File: config.mk
export PLATFORM = sky130hd
export DESIGN_NAME = pmem_burst_adaptor
export DESIGN_NICKNAME = d
export VERILOG_FILES = /design/src/rtl/pmem_burst_pkg.sv /design/src/rtl/pmem_burst_adaptor.sv
export SDC_FILE = /design/constraint.sdc
export NUM_CORES = 1
export LEC_CHECK = 0
export BUFFER_PORTS_ARGS = -buffer_cell sky130_fd_sc_hd__buf_4
export CAP_MARGIN = 20
export CORE_AREA = 3 3 279 281
export DETAILED_ROUTE_END_ITERATION = 12
export DIE_AREA = 0 0 282 284
export HOLD_SLACK_MARGIN = 0.02
export PLACE_DENSITY = 0.47
export SLEW_MARGIN = 5
export SYNTH_ARGS = -nofsm -noshare
export SYNTH_HDL_FRONTEND = slang
export SYNTH_SLANG_ARGS = --single-unit
File: constraint.sdc
create_clock -name clk -period 3.9 [get_ports clk]
set_input_delay 0.39 -clock clk [delete_from_list [all_inputs] [get_ports clk]]
set_output_delay 0.39 -clock clk [all_outputs]
set_load 0.02 [all_outputs]
File: src/rtl/pmem_burst_pkg.sv
`default_nettype none
// ============================================================================
//  Module      : pmem_burst_pkg
//  Description : Shared constants and state encoding for the cache-line to
//                memory-burst adaptor.
//  Revision    : 1.0  initial release
// ============================================================================
package pmem_burst_pkg;

   // Line offset bits; a line is 2**S_OFFSET bytes
   localparam int S_OFFSET  = 5;
   localparam int S_LINE    = 8 * (2 ** S_OFFSET);
   localparam int S_BURST   = 64;
   localparam int NUM_BEATS = S_LINE / S_BURST;
   localparam int BEAT_W    = $clog2(NUM_BEATS);

   typedef enum logic [1:0] {
      ST_IDLE  = 2'd0,
      ST_READ  = 2'd1,
      ST_WRITE = 2'd2,
      ST_DONE  = 2'd3
   } state_t;

endpackage
`default_nettype wire

File: src/rtl/pmem_burst_adaptor.sv
`default_nettype none
// ============================================================================
//  Module      : pmem_burst_adaptor
//  Description : Accepts whole-line read/write requests from the cache and
//                moves each line as a fixed burst of beats on the memory
//                port, returning a single-cycle completion pulse.
//  Revision    : 1.0  initial release
// ============================================================================
module pmem_burst_adaptor
   import pmem_burst_pkg::*;
(
   input  logic                clk,
   input  logic                rst,
   // cache side
   input  logic [31:0]         pmem_address,
   input  logic                pmem_read,
   input  logic                pmem_write,
   input  logic [S_LINE-1:0]   pmem_wdata,
   output logic [S_LINE-1:0]   pmem_rdata,
   output logic                pmem_resp,
   // memory side
   output logic [31:0]         mem_address,
   output logic                mem_read,
   output logic                mem_write,
   output logic [S_BURST-1:0]  mem_wdata,
   input  logic [S_BURST-1:0]  mem_rdata,
   input  logic                mem_resp
);

   // Clears the byte-within-line bits of the incoming address
   localparam logic [31:0] c_line_mask = ~((32'd1 << S_OFFSET) - 32'd1);

   state_t              r_state;
   state_t              w_next_state;
   logic [BEAT_W-1:0]   r_count;
   logic [31:0]         r_addr;
   logic [S_LINE-1:0]   r_wbuf;
   logic [S_LINE-1:0]   r_rline;
   logic                w_accept;
   logic                w_in_burst;
   logic                w_last_beat;

   // Requests are only taken in IDLE; anything seen elsewhere is ignored
   assign w_accept    = (r_state == ST_IDLE) && (pmem_read || pmem_write);
   assign w_in_burst  = (r_state == ST_READ) || (r_state == ST_WRITE);
   assign w_last_beat = mem_resp && (r_count == BEAT_W'(NUM_BEATS - 1));

   // State register
   always_ff @(posedge clk) begin
      if (rst) r_state <= ST_IDLE;
      else     r_state <= w_next_state;
   end

   // Next-state decode; a simultaneous read+write request resolves to WRITE
   always_comb begin
      w_next_state = r_state;
      case (r_state)
         ST_IDLE: begin
            if (pmem_write)     w_next_state = ST_WRITE;
            else if (pmem_read) w_next_state = ST_READ;
         end
         ST_READ:  if (w_last_beat) w_next_state = ST_DONE;
         ST_WRITE: if (w_last_beat) w_next_state = ST_DONE;
         ST_DONE:  w_next_state = ST_IDLE;
         default:  w_next_state = ST_IDLE;
      endcase
   end

   // Request capture, beat counting and read-line assembly
   always_ff @(posedge clk) begin
      if (rst) begin
         r_addr  <= '0;
         r_wbuf  <= '0;
         r_rline <= '0;
         r_count <= '0;
      end else if (w_accept) begin
         r_addr  <= pmem_address & c_line_mask;
         r_wbuf  <= pmem_wdata;
         r_count <= '0;
      end else if (w_in_burst && mem_resp) begin
         if (r_state == ST_READ)
            r_rline[32'(r_count) * S_BURST +: S_BURST] <= mem_rdata;
         r_count <= r_count + BEAT_W'(1);
      end
   end

   assign mem_address = r_addr;
   assign mem_read    = (r_state == ST_READ);
   assign mem_write   = (r_state == ST_WRITE);
   assign pmem_resp   = (r_state == ST_DONE);
   assign pmem_rdata  = r_rline;
   // Current write beat is presented only while a write burst is active
   assign mem_wdata   = (r_state == ST_WRITE) ?
                        r_wbuf[32'(r_count) * S_BURST +: S_BURST] : '0;

endmodule
`default_nettype wire
### Word-level counts from Yosys, hierarchy flattened

Index checks and enable logic that the tools add are counted.
Widths: inputs -> output; s select.

| storage, ports and cells | value |
|---|---|
| register bits after elaboration | 543 |
| bits in latches | 0 |
| bits in writable memories | 0 |
| memory bits (read-only) | 0 |
| bits of input ports | 357 |
| output and inout bits | 355 |
| logic and storage cells | 33 |
| memories | 0 |

| operators by class | value |
|---|---|
| $add $sub $neg | 2 |
| multipliers | 0 |
| div/mod/pow operators | 0 |
| magnitude comparators | 0 |
| eq/ne operators | 6 |
| shifts and indexed selects | 3 |
| muxes and demuxes | 6 |
| bitwise logic cells | 1 |
| reductions and logical operators | 10 |

Operator list:

| cell | count |
|---|---|
| $bwmux 256 | 1 |
| $shift 64x34->256 const A | 1 |
| $shiftx 256x9->64 | 1 |
| $shiftx 64x34->256 | 1 |
| $mux 64 | 1 |
| $neg 8->34 | 1 |
| $eq 2x2->1 const B | 3 |
| $mux 2 | 3 |
| $pmux 2 s3 | 1 |
| $reduce_or 2->1 | 2 |
| $logic_and 1x1->1 | 3 |
| $ne 3x3->1 const B | 1 |
| $reduce_and 3->1 | 1 |
| $add 2x1->2 const B | 1 |
| $eq 2x1->1 const B | 1 |
| $logic_not 2->1 | 1 |
| $logic_or 1x1->1 | 2 |
| $ne 2x1->1 const B | 1 |
| $reduce_and 2->1 | 1 |
| $not 1->1 | 1 |

### Depth between registers and ports, before layout

Gate-level depths: netlist (run 1).

| depth | value |
|---|---|
| depth in word-level cells | 4 |
| mapped depth | 11 |
| depth with buffers taken out | 5 |

### Least setup slack after synthesis (run 1)

No wires, ideal clock.

| timing | value |
|---|---|
| path type | reg2reg |
| start point | register r_count[1] |
| end point | register r_rline[210] (netlist: pmem_rdata[210]) |
| library setup time | 0.070 ns |
| arrival time | 2.327 ns |
| required time | 3.830 ns |
| setup slack | 1.503 ns |
| stages on the path, launching flop included | 9 |
| buffers on the path | 3 |
| clock period less this slack | 2.397 ns |
| cell sequence | dfxtp_1 buf_2 buf_1 inv_1 ha_1 nor4b_4 clkbuf_1 nand4_1 a21oi_1 |

| on the way | value |
|---|---|
| word-level cells in the longest chain between the ends | 3 |
| elaborated cells on any way between the ends | 4 |
| those cells by class | add/sub (1); shift (2); mux (1) |

Ends and longest elaborated chain:

| what | RTL line | RTL |
|---|---|---|
| start, declared | pmem_burst_adaptor.sv:35 | `logic [BEAT_W-1:0] r_count;` |
| start signal, assigned | pmem_burst_adaptor.sv:83 | `r_count <= r_count + BEAT_W'(1);` |
| $neg 8->34 * | pmem_burst_adaptor.sv:82 | `r_rline[32'(r_count) * S_BURST +: S_BURST] <= mem_rdata;` |
| $shiftx 64x34->256 or $shift 64x34->256 (tied branches) | pmem_burst_adaptor.sv:82 |  |
| $bwmux 256 * | pmem_burst_adaptor.sv:82 |  |
| end signal, assigned by index | pmem_burst_adaptor.sv:82 |  |
| end, declared | pmem_burst_adaptor.sv:38 | `logic [S_LINE-1:0] r_rline;` |

Every way passes the cells marked *; elsewhere a longest branch is shown, timed or not.
A chain may end at the register's enable or synchronous reset.

### Final worst setup path (run 1)

| timing | value |
|---|---|
| start point | register r_count[1] |
| end point | output mem_wdata[19] |

| on the way | value |
|---|---|
| word-level cells in the longest chain between the ends | 2 |

Ends and longest elaborated chain:

| what | RTL line | RTL |
|---|---|---|
| $shiftx 256x9->64 | pmem_burst_adaptor.sv:94 | `r_wbuf[32'(r_count) * S_BURST +: S_BURST] : '0;` |
| $mux 64 | pmem_burst_adaptor.sv:93 | `assign mem_wdata = (r_state == ST_WRITE) ?` |
| end, declared | pmem_burst_adaptor.sv:25 | `output logic [S_BURST-1:0] mem_wdata,` |

Every way passes these cells.

==> run summary, run 1 <==
Die area: 0.08009 sq mm
Synth area leaders: dfxtp_1 (49%), a21oi_1 (12%), nand2_1 (9.6%), nand4_1 (7.4%), mux4_2 (6.5%)
GP Congestion: 0.8753
Switching share of total power: 35.02%
Worst EP required: 3.51 ns
Crit path capture type: output pin
Starting Density: 29.22%
Worst Tran Pin Value: 0.9392 ns
Switching pwr: 6.101 mW
Number of flops mapped to enable cells by yosys: 0
WP data arrival: 2.87 ns
Setup bufs post-CTS: 0
Leak: 13.12 nW
Cell Area, Synth: 0.02212 sq mm
Clock share of power: 34.0%
Iteration-0 DRC Markers: 1727
Post-synth top area share: 49.14%
NumNets Final: 3826
GRT Total Usage: 23.68%
Final setup TNS: 0 ns
Critical setup path kind: reg -> out
Vias in the first global route: 23490
CP max FO: 37
RSZ-0062 raised after global routing: false
Most used DFF post-synth: dfxtp_1
Max H-tree Level: 2
Comb pwr share: 28.9%
Maxcap violations: 0
P_int: 11.32 mW
Worst vdd ir: 0.4653 mV
GRT overflow: 0
Skew-Pair Late Insertion Delay: 0.65 ns
Total CTS buffers: 61
Top cells by count, synth: nand2_1 (568), dfxtp_1 (543), a21oi_1 (540)
Crit path capture: mem_wdata[19]
Fraction of registers with async set/reset: 0%
CP max-delay cell: buf_4
Fin crit share: 83.70%
Hold Vio Cnt, Final: 0
Most numerous cell in the Yosys netlist: nand2_1
Sequential share of power: 37.1%
Worst slew margin: 37.39%
Final setup viols: 0
Min Tclk post-route: 3.264 ns
Ports: 712
Syn avg cell area: 8.427 sq um
CP peak stage delay: 0.62 ns
Cell repeated most along the worst path: buf_4
Crit path launch type: flip-flop
Reg-to-reg endpoint: pmem_rdata[244]
# fillers: 7469
Area Overhead vs Synth: 49.58%
Vias per Instance: 5.199
Port Buffer Count: 701
Slew Limit Fails: 0
Largest net degree at the start of global routing: 180
DP Area: 0.02797 sq mm
Rows: 101
Layout Skew: 0.02713 ns
Post-DP HPWL: 65710 microns
Post-Synthesis Cells: 2625
Longest Clk Path Bufs: 3
First-pass GRT wire length: 148200 microns
Clock sink count: 543
HP Class: in -> reg
Core ar.: 0.07570 sq mm
Avg WL per Cell: 22.22 microns
Worst Setup SP: r_count[1]
Chip Height: 284 microns
Clk pin slew, worst setup/hold paths: 0.06 ns
Synth area leader: dfxtp_1
Post_cts resized: 0
Yosys cell types: 34
Pre-Repair DR Iteration Count: 5
R2R Path Start: r_count[0]
Final non-filler cell area: 0.03309 sq mm
PwrDens: 526.5 mW/mm^2
Initial antenna violation count: 16
Dpl ws: 1.226 ns
Setup slack, reg-to-reg: 1.33 ns
Max Clk Rate: 306.4 MHz
Synth warnings: 0
Wirelength, routed: 99920 microns
Synthesis-stage register bit count: 543
Seq/Total Area, Yosys: 49.14%
Die Wd: 282 microns
CP Cell Sequence: buf_4 > buf_4 > mux4_2 > and2_1 > buf_4
DRC Markers: 0
Vias post-DR: 23380
TritonCTS clock tree: done
Root buf cell: clkbuf_16
R2R depth: 6
Routed Antenna Nets: 0
Share of layout cells above drive strength 1: 26.47%
Setup ws final: 0.6358 ns
Status: completed
-- cell usage in the layout (no fill, tap or decap), types with 2 or more instances in the layout --
cell	synthesis	final
buf_4	10	737
nand2_1	568	568
dfxtp_1	543	541
a21oi_1	540	540
dlygate4sd3_1	0	304
nand4_1	260	260
o21ai_0	257	257
mux4_2	64	64
and2_1	64	64
clkbuf_16	0	62
clkbuf_8	0	15
buf_12	0	15
diode_2	0	13
clkbuf_1	186	13
ha_1	10	9
clkinv_2	0	8
conb_1	1	5
inv_1	4	4
and4_2	0	4
bufinv_16	0	4
clkinvlp_4	0	3
nor4b_4	2	2
nand2b_1	2	2
nor3_1	2	2
clkinv_8	0	2
inv_6	0	2
dfxtp_4	0	2
-- kinds of logic (layout without fill, tap and decap cells) --
kind of cell | after synthesis | after routing | share of synthesized area, %
AND/OR/NAND/NOR | 908 | 908 | 19.50
AO/OA/AOI/OAI | 803 | 803 | 18.26
flip-flops | 543 | 543 | 49.14
buffers and inverters | 294 | 1171 | 5.911
multiplexers | 65 | 65 | 6.561
adder cells (fa/ha/maj) | 10 | 10 | 0.5656
other | 1 | 18 | 0.01695
XOR/XNOR | 1 | 1 | 0.03960
-- flip-flops by register name, summed over array words and instances, names as in the netlist --
| register | count |
|---|---|
| mem_address | 27 |
| pmem_rdata | 256 |
| r_count | 2 |
| r_state | 2 |
| r_wbuf | 256 |
-- power groups by stage --
stage          Sequential, mW  Combinational [mW]  Clock [mW]
6_report                 6.46                5.04        5.93
2_1_floorplan            6.56                3.08           0
3_3_place_gp             6.54                4.71           0
3_5_place_dp             6.57                4.78           0
5_1_grt                  6.52                5.52        6.27
4_1_cts                  6.45                5.06        6.06
-- worst min path at each step --
stage          slack (ns)  cells after the start            start         endpoint
2_1_floorplan        0.43                      2      r_wbuf[128]      r_wbuf[128]
6_report             0.05                      3    mem_rdata[32]  pmem_rdata[224]
4_1_cts              0.02                      3    mem_rdata[32]  pmem_rdata[224]
5_1_grt              0.03                      3  pmem_wdata[147]      r_wbuf[147]
3_3_place_gp         0.44                      2       r_wbuf[24]       r_wbuf[24]
3_5_place_dp         0.44                      2      r_wbuf[172]      r_wbuf[172]
-- layer usage --
metal / wire length [microns] / track usage (%) / vias up
li1: - / - / 10920
met1: 39500 / 28.69 / 11400
met2: 47900 / 39.32 / 859
met3: 8718 / 7.265 / 192
met4: 3745 / 8.810 / 10
met5: 57 / 0 / -
-- final cells by class --
cell class	count	area, sq um	area share, %
Sequential cell	543	10880	32.87
Clock buffer	90	1807	5.460
Tap cell	978	1224	3.698
Timing Repair Buffer	1057	8891	26.87
Antenna cell	13	32.53	0.09831
Inverter	4	15.01	0.04538
Multi-Input combinational cell	1792	10000	30.22
Clock inverter	20	241.5	0.7298
-- critical path: cells and delay by family, from the launching register on --
kind	cells	cell delay, ns
AND/OR/NAND/NOR	1	0.23
flip-flops	1	0.34
buffers and inverters	3	1.24
multiplexers	1	0.39
-- through the flow --
step	hold slack [ns]	utilization (%)	total power [mW]	std cells
global placement	0.4404	36.94	11.25	4070
global route	0.03124	43.70	18.30	4492
detailed placement	0.4448	36.94	11.35	4070
finish	0.04937	43.71	17.42	4497
CTS	0.02003	43.67	17.57	4484
floorplan	0.4331	-	9.640	2629
-- timing repair --
item,CTS,global route
endpoints found under the hold margin,353,0
hold buffers,304,0
setup endpoints to repair,0,0
Note: power is estimated with default switching activity, not from simulation.
==> run 2, diff against run 1 <==
PLACE_DENSITY = 0.49   (was 0.47)
clock period = 3 ns   (was 3.9 ns; I/O delays follow)
==> run 2 against run 1 <==
  * Die area did not move
  * Critical path depth fell by 1
  * Total power rose by 33%
  * Largest cell class unchanged
  * Design area rose by 2.1%
  * Sequential share of layout area is 0.67 points lower
  * First-iteration DRC count down 6.8%
  * Non-clock buffer count is 48 higher
  * Utilization rose by 0.92 points
  * Combinational power rose by 32%
  * Hold slack better by 0.068 ns
  * Clock skew up 0.0032 ns
  * Worst setup slack lost 0.45 ns
==> run summary, run 2 (synthesized netlist as in run 1, its figures left out) <==
Final setup TNS: 0 ns (unchanged)
Critical setup path kind: reg -> out (unchanged)
Initial antenna violation count: 14 (was 16)
Post_cts resized: 0 (unchanged)
CP max FO: 48 (was 37)
Dpl ws: 0.6254 ns (was 1.226 ns)
Post-DP HPWL: 65700 microns (was 65710 microns)
Status: completed (unchanged)
Avg WL per Cell: 21.88 microns (was 22.22 microns)
Vias per Instance: 5.201 (was 5.199)
Largest net degree at the start of global routing: 156 (was 180)
PwrDens: 683.4 mW/mm^2 (was 526.5 mW/mm^2)
Chip Height: 284 microns (unchanged)
CP Cell Sequence: buf_12 > mux4_2 > and2_1 > buf_4 (was buf_4 > buf_4 > mux4_2 > and2_1 > buf_4)
Max H-tree Level: 3 (was 2)
Worst vdd ir: 0.4560 mV (was 0.4653 mV)
Crit path launch type: flip-flop (unchanged)
Setup ws final: 0.1882 ns (was 0.6358 ns)
NumNets Final: 3880 (was 3826)
Vias in the first global route: 23610 (was 23490)
Port Buffer Count: 701 (unchanged)
Max Clk Rate: 355.6 MHz
Share of layout cells above drive strength 1: 26.25% (was 26.47%)
HP Class: in -> reg (unchanged)
Core ar.: 0.07570 sq mm (unchanged)
Slew Limit Fails: 0 (unchanged)
Final Non-Filler Cells: 4548 (was 4497)
Root buf cell: clkbuf_16 (unchanged)
GRT Total Usage: 23.65% (was 23.68%)
First-pass GRT wire length: 147700 microns (was 148200 microns)
Pre-Repair DR Iteration Count: 5 (unchanged)
Min Tclk post-route: 2.812 ns
GP Congestion: 0.8421 (was 0.8753)
Die Wd: 282 microns (unchanged)
Reg area: 0.01088 sq mm (unchanged)
Commonest non-fill, non-tap cell in the layout: buf_4 (unchanged)
Clk pin slew, worst setup/hold paths: 0.06 ns (about the same)
Most frequent cells in the layout: buf_4 (733), nand2_1 (568), dfxtp_1 (541) (was buf_4 (737), nand2_1 (568), dfxtp_1 (541))
Leak: 13.42 nW (was 13.12 nW)
Skew-Pair Late Insertion Delay: 0.61 ns (was 0.65 ns)
CP max-delay cell: mux4_2 (was buf_4)
Worst Tran Pin Value: 1.013 ns (was 0.9392 ns)
Rows: 101 (unchanged)
Total CTS buffers: 67 (was 61)
CP peak stage delay: 0.58 ns (was 0.62 ns)
Die area: 0.08009 sq mm (unchanged)
DRC Markers: 0 (unchanged)
GRT overflow: 0 (unchanged)
Vias post-DR: 23650 (was 23380)
Multi-input logic area: 0.01000 sq mm (unchanged)
Area Overhead vs Synth: 52.71% (was 49.58%)
Starting Density: 29.22% (unchanged)
Longest Clk Path Bufs: 3 (unchanged)
WP data arrival: 2.51 ns (was 2.87 ns)
Placed Instances: 4075 (was 4070)
Maxcap violations: 0 (unchanged)
Wirelength, routed: 99490 microns (was 99920 microns)
Ports: 712 (unchanged)
TritonCTS clock tree: done (unchanged)
RSZ-0062 raised after global routing: false (unchanged)
Iteration-0 DRC Markers: 1610 (was 1727)
Clock sink count: 543 (unchanged)
Layout Skew: 0.03028 ns (was 0.02713 ns)
Worst EP required: 2.70 ns (was 3.51 ns)
Worst slew margin: 32.21% (was 37.39%)
Hold Vio Cnt, Final: 0 (unchanged)
Crit path capture type: output pin (unchanged)
Power Total: 23.09 mW (was 17.42 mW)
Routed Antenna Nets: 0 (unchanged)
# fillers: 7261 (was 7469)
Fin crit share: 93.73%
Final setup viols: 0 (unchanged)
==> run 2: critical path: cells and delay by family (launching register included) <==
kind                   cells  cell delay, ns
DFF                        1            0.46
muxes                      1            0.58
buffers and inverters      2            0.51
and+or+nand+nor            1            0.21
==> run 2: cell type report <==
class	instances	share of cell area [%]
Clock inverter	17	0.6593
Sequential cell	543	32.20
Multi-Input combinational cell	1792	29.60
Antenna cell	12	0.08889
Timing Repair Buffer	1105	28.04
Inverter	4	0.04444
Clock buffer	97	5.744
Tap cell	978	3.622
==> run 2: worst paths after layout <==
check	start	endpoint	slack, ns	cells after the start
hold reg to reg	r_wbuf[168]	r_wbuf[168]	0.45	2
setup reg to reg	r_count[0]	pmem_rdata[27]	0.60	6
setup / recovery	r_count[0]	mem_wdata[32]	0.19	4
hold / removal	rst	pmem_rdata[138]	0.12	2
==> run 2: power by group <==
group	leakage, nW	switching [mW]	internal (mW)	total [mW]
Sequential	4.43	0.396	8.00	8.40
Combinational	7.93	4.35	2.30	6.65
Clock	1.06	3.34	4.70	8.04
==> run 2: through the flow <==
step,hold slack [ns],cell area [sq um],util (%)
2_1_floorplan,0.4331,22140,-
3_3_place_gp,0.4389,28120,37.14
3_5_place_dp,0.4442,28120,37.14
4_1_cts,0.06588,33750,44.59
5_1_grt,0.1155,33770,44.62
6_report,0.1172,33780,44.63
==> run 2: routing by layer <==
layer | track usage [%] | share of wire [%] | vias up
li1 | - | - | 11010
met1 | 28.69 | 40 | 11450
met2 | 39.17 | 48 | 972
met3 | 6.722 | 8.4 | 216
met4 | 9.745 | 4.0 | 6
met5 | 0 | 0.041 | -
==> run 2: repair_timing <==
action                                 CTS  global route
hold buffers                           347             0
buffers inserted                         0             0
setup endpoints to repair                0             0
endpoints found under the hold margin  539             0
==> run 3, diff against run 2 <==
--- a/config.mk
+++ b/config.mk
@@ -7,9 +7,11 @@
 export LEC_CHECK = 0
+export ABC_AREA = 1
 export BUFFER_PORTS_ARGS = -buffer_cell sky130_fd_sc_hd__buf_4
 export CAP_MARGIN = 20
-export CORE_AREA = 3 3 279 281
+export CORE_AREA = 3 3 275 277
 export DETAILED_ROUTE_END_ITERATION = 12
-export DIE_AREA = 0 0 282 284
+export DIE_AREA = 0 0 278 280
+export GPL_TIMING_DRIVEN = 0
 export HOLD_SLACK_MARGIN = 0.02
-export PLACE_DENSITY = 0.49
+export PLACE_DENSITY = 0.53
 export SLEW_MARGIN = 5
--- a/constraint.sdc
+++ b/constraint.sdc
@@ -3,2 +3,2 @@
 set_output_delay 0.3 -clock clk [all_outputs]
-set_load 0.02 [all_outputs]
+set_load 0.005 [all_outputs]
==> run 3 against run 2 <==
  * Total power increased by 0.21%
  * Global-route usage grew 5.0 points
  * Register-to-register slack lost 0.45 ns
  * Clock power about the same
  * Area after synthesis increased by 9.5%
  * Sequential cell count stayed put
  * Hold slack worse by 0.073 ns
  * Clock skew down 0.0079 ns
  * Worst setup slack got worse by 0.12 ns
  * Sequential power up 5.5%
  * Synthesized cell count increased by 45%
  * Routed wire length is 16% higher
  * Largest power group unchanged
==> run summary, run 3 <==
Status: completed (unchanged)
Crit path capture type: output pin (unchanged)
Most numerous cell in the Yosys netlist: nor2_1 (was nand2_1)
Longest Clk Path Bufs: 3 (unchanged)
PwrDens: 636.9 mW/mm^2 (was 683.4 mW/mm^2)
Pre-Repair DR Iteration Count: 6 (was 5)
Layout Skew: 0.02235 ns (was 0.03028 ns)
Buf+Inv Stages, Crit Path: 4 (was 2)
Power Total: 23.14 mW (was 23.09 mW)
Vias post-DR: 27720 (was 23650)
Core ar.: 0.07308 sq mm (was 0.07570 sq mm)
Worst vdd ir: 0.3885 mV (was 0.4560 mV)
Share of layout cells above drive strength 1: 19.10% (was 26.25%)
Worst Tran Pin Value: 1.007 ns (was 1.013 ns)
Synth warnings: 0 (unchanged)
WL met1: 47870 microns (was 39890 microns)
Skew-Pair Late Insertion Delay: 0.62 ns (was 0.61 ns)
Post-Synthesis Cells: 3814 (was 2625)
Cell Area, Synth: 0.02422 sq mm (was 0.02212 sq mm)
HP Class: in -> reg (unchanged)
TritonCTS clock tree: done (unchanged)
Port Buffer Count: 701 (unchanged)
Total CTS buffers: 66 (was 67)
CP max-delay cell: clkbuf_1 (was mux4_2)
Wirelength, routed: 115600 microns (was 99490 microns)
Met2 routed WL: 55520 microns (was 47260 microns)
GRT overflow: 0 (unchanged)
Die area: 0.07784 sq mm (was 0.08009 sq mm)
Worst slew margin: 32.89% (was 32.21%)
Max H-tree Level: 3 (unchanged)
Die Wd: 278 microns (was 282 microns)
CP Cell Sequence: inv_1 > ha_1 > inv_2 > clkbuf_1 > a21oi_1 > buf_4 (was buf_12 > mux4_2 > and2_1 > buf_4)
Synth area leader: dfxtp_1 (unchanged)
Fraction of registers with async set/reset: 0% (unchanged)
Top cells by count, synth: nor2_1 (1445), nand2_1 (586), dfxtp_1 (543) (was nand2_1 (568), dfxtp_1 (543), a21oi_1 (540))
DRC Markers: 0 (unchanged)
Chip Height: 280 microns (was 284 microns)
Starting Density: 33.14% (was 29.22%)
Highest metal used: met5 (unchanged)
Synthesis-stage register bit count: 543 (unchanged)
Slew Limit Fails: 0 (unchanged)
Final setup viols: 0 (unchanged)
Number of flops mapped to enable cells by yosys: 0 (unchanged)
Commonest non-fill, non-tap cell in the layout: nor2_1 (was buf_4)
Syn avg cell area: 6.350 sq um (was 8.427 sq um)
Maxcap violations: 0 (unchanged)
Min Tclk post-route: 2.931 ns (was 2.812 ns)
RSZ-0062 raised after global routing: true (was false)
GP Congestion: 0.9305 (was 0.8421)
Clk pin slew, worst setup/hold paths: 0.06 ns (about the same)
Routed Antenna Nets: 0 (unchanged)
Rows: 99 (was 101)
Iteration-0 DRC Markers: 1919 (was 1610)
Avg WL per Cell: 19.45 microns (was 21.88 microns)
Synth area leaders: dfxtp_1 (45%), nor2_1 (22%), nand2_1 (9.1%), o21ai_0 (8.3%), inv_1 (4.8%) (was dfxtp_1 (49%), a21oi_1 (12%), nand2_1 (9.6%), nand4_1 (7.4%), mux4_2 (6.5%))
Worst path top cell family by delay: buffers and inverters (was multiplexers)
Most frequent cells in the layout: nor2_1 (1445), buf_4 (715), nand2_1 (585) (was buf_4 (733), nand2_1 (568), dfxtp_1 (541))
Worst EP required: 2.70 ns (about the same)
Seq/Total Area, Yosys: 44.88% (was 49.14%)
Clock sink count: 543 (unchanged)
First-pass GRT wire length: 168100 microns (was 147700 microns)
CP peak stage delay: 0.51 ns (was 0.58 ns)
Fin util: 49.70% (was 44.63%)
GRT Total Usage: 28.65% (was 23.65%)
Hold Vio Cnt, Final: 0 (unchanged)
Yosys cell types: 24 (was 34)
Vias in the first global route: 26450 (was 23610)
Max Clk Rate: 341.1 MHz (was 355.6 MHz)
WP data arrival: 2.63 ns (was 2.51 ns)
Largest net degree at the start of global routing: 13 (was 156)
Most used DFF post-synth: dfxtp_1 (unchanged)
Hold Slack: 0.04399 ns (was 0.1172 ns)
Met3 wire length: 7329 microns (was 8330 microns)
Vias per Instance: 4.666 (was 5.201)
NumNets Final: 5288 (was 3880)
Root buf cell: clkbuf_16 (unchanged)
Post-DP HPWL: 88950 microns (was 65700 microns)
Post-synth top area share: 44.88% (was 49.14%)
# fillers: 7720 (was 7261)
Ports: 712 (unchanged)
Fin crit share: 97.71% (was 93.73%)
Initial antenna violation count: 14 (unchanged)
Area Overhead vs Synth: 49.98% (was 52.71%)
Critical setup path kind: reg -> out (unchanged)
Leak: 17.86 nW (was 13.42 nW)
CP max FO: 10 (was 48)
Crit path launch type: flip-flop (unchanged)
## run 3: cell types whose count changed after synthesis, sizes merged, moves of 28 or more
cell and delta:
inv +312, nand4 -260, and2 -64, nor2 +1447, o21ai +156, mux4 -64, clkbuf -28, a21oi -414
nand3 +89
## run 3: final timing paths
path,from,end,slack (ns),cells past startpoint
setup / recovery,r_state[0],mem_wdata[62],0.07,6
hold / removal,pmem_wdata[138],r_wbuf[138],0.04,3
hold reg to reg,r_wbuf[221],r_wbuf[221],0.47,2
setup reg to reg,r_count[0],pmem_rdata[195],0.15,12
## run 3: cells by family after synthesis
logic type                 synth area share (%)
AOI/OAI and AO/OA                         11.21
xor gates and xnor gates                0.03617
adders and majority gates                0.5166
buffers and inverters                     9.754
DFF                                       44.88
other                                   0.01548
and+or+nand+nor                           33.59
## run 3: what timing repair did
item                                   CTS  global route
gates cloned                             0             0
resized for setup                       35            28
setup endpoints to repair              320            99
setup buffers                            1             0
pin swaps                                1             1
hold buffers                           333             0
endpoints found under the hold margin  335             0
## run 3: stage by stage
step                      TNS [ns]  worst slack (ns)  instance area (sq um)  cells
after detailed placement   -153.51           -0.9466                  30700   5478
after global routing      -0.01587          -0.01208                  36310   5937
final                            0           0.06855                  36320   5941
after floorplan                  0            0.7869                  24230   3818
after CTS                        0           0.01370                  36260   5928
after global placement     -156.00           -0.9387                  30700   5478
## run 3: area by class of cell
cell class | instances | area, sq um | area share [%]
diodes | 13 | 32.53 | 0.08956
plain buffers | 273 | 1256 | 3.458
clock buffers | 100 | 2002 | 5.511
clock inverters | 16 | 145.1 | 0.3996
inverters | 317 | 1194 | 3.286
multi-input cells | 2685 | 11020 | 30.34
flip-flops and latches | 543 | 10870 | 29.93
well taps | 959 | 1200 | 3.303
repair buffers | 1035 | 8603 | 23.69
## run 3: worst register-to-register path, stage by stage (launching register included)
cell	delay (ns)
dfxtp_1	0.32
clkbuf_4	0.20
inv_4	0.19
clkbuf_4	0.28
clkbuf_8	0.23
ha_1	0.22
buf_2	0.24
nor2_1	0.11
inv_2	0.24
clkbuf_4	0.31
nor2_1	0.06
nor2_1	0.24
nor2_1	0.09
## run 3: power by group
part | switching, mW | internal, mW
sequential | 0.553 | 8.31
clock | 3.36 | 4.71
combinational | 3.94 | 2.27
total | 7.85 | 15.3
## run 3: layer usage
metal / track usage (%) / vias up
li1: - / 13870
met1: 34.49 / 12610
met2: 50.09 / 1003
met3: 5.650 / 220
met4: 11.82 / 8
met5: 0 / -
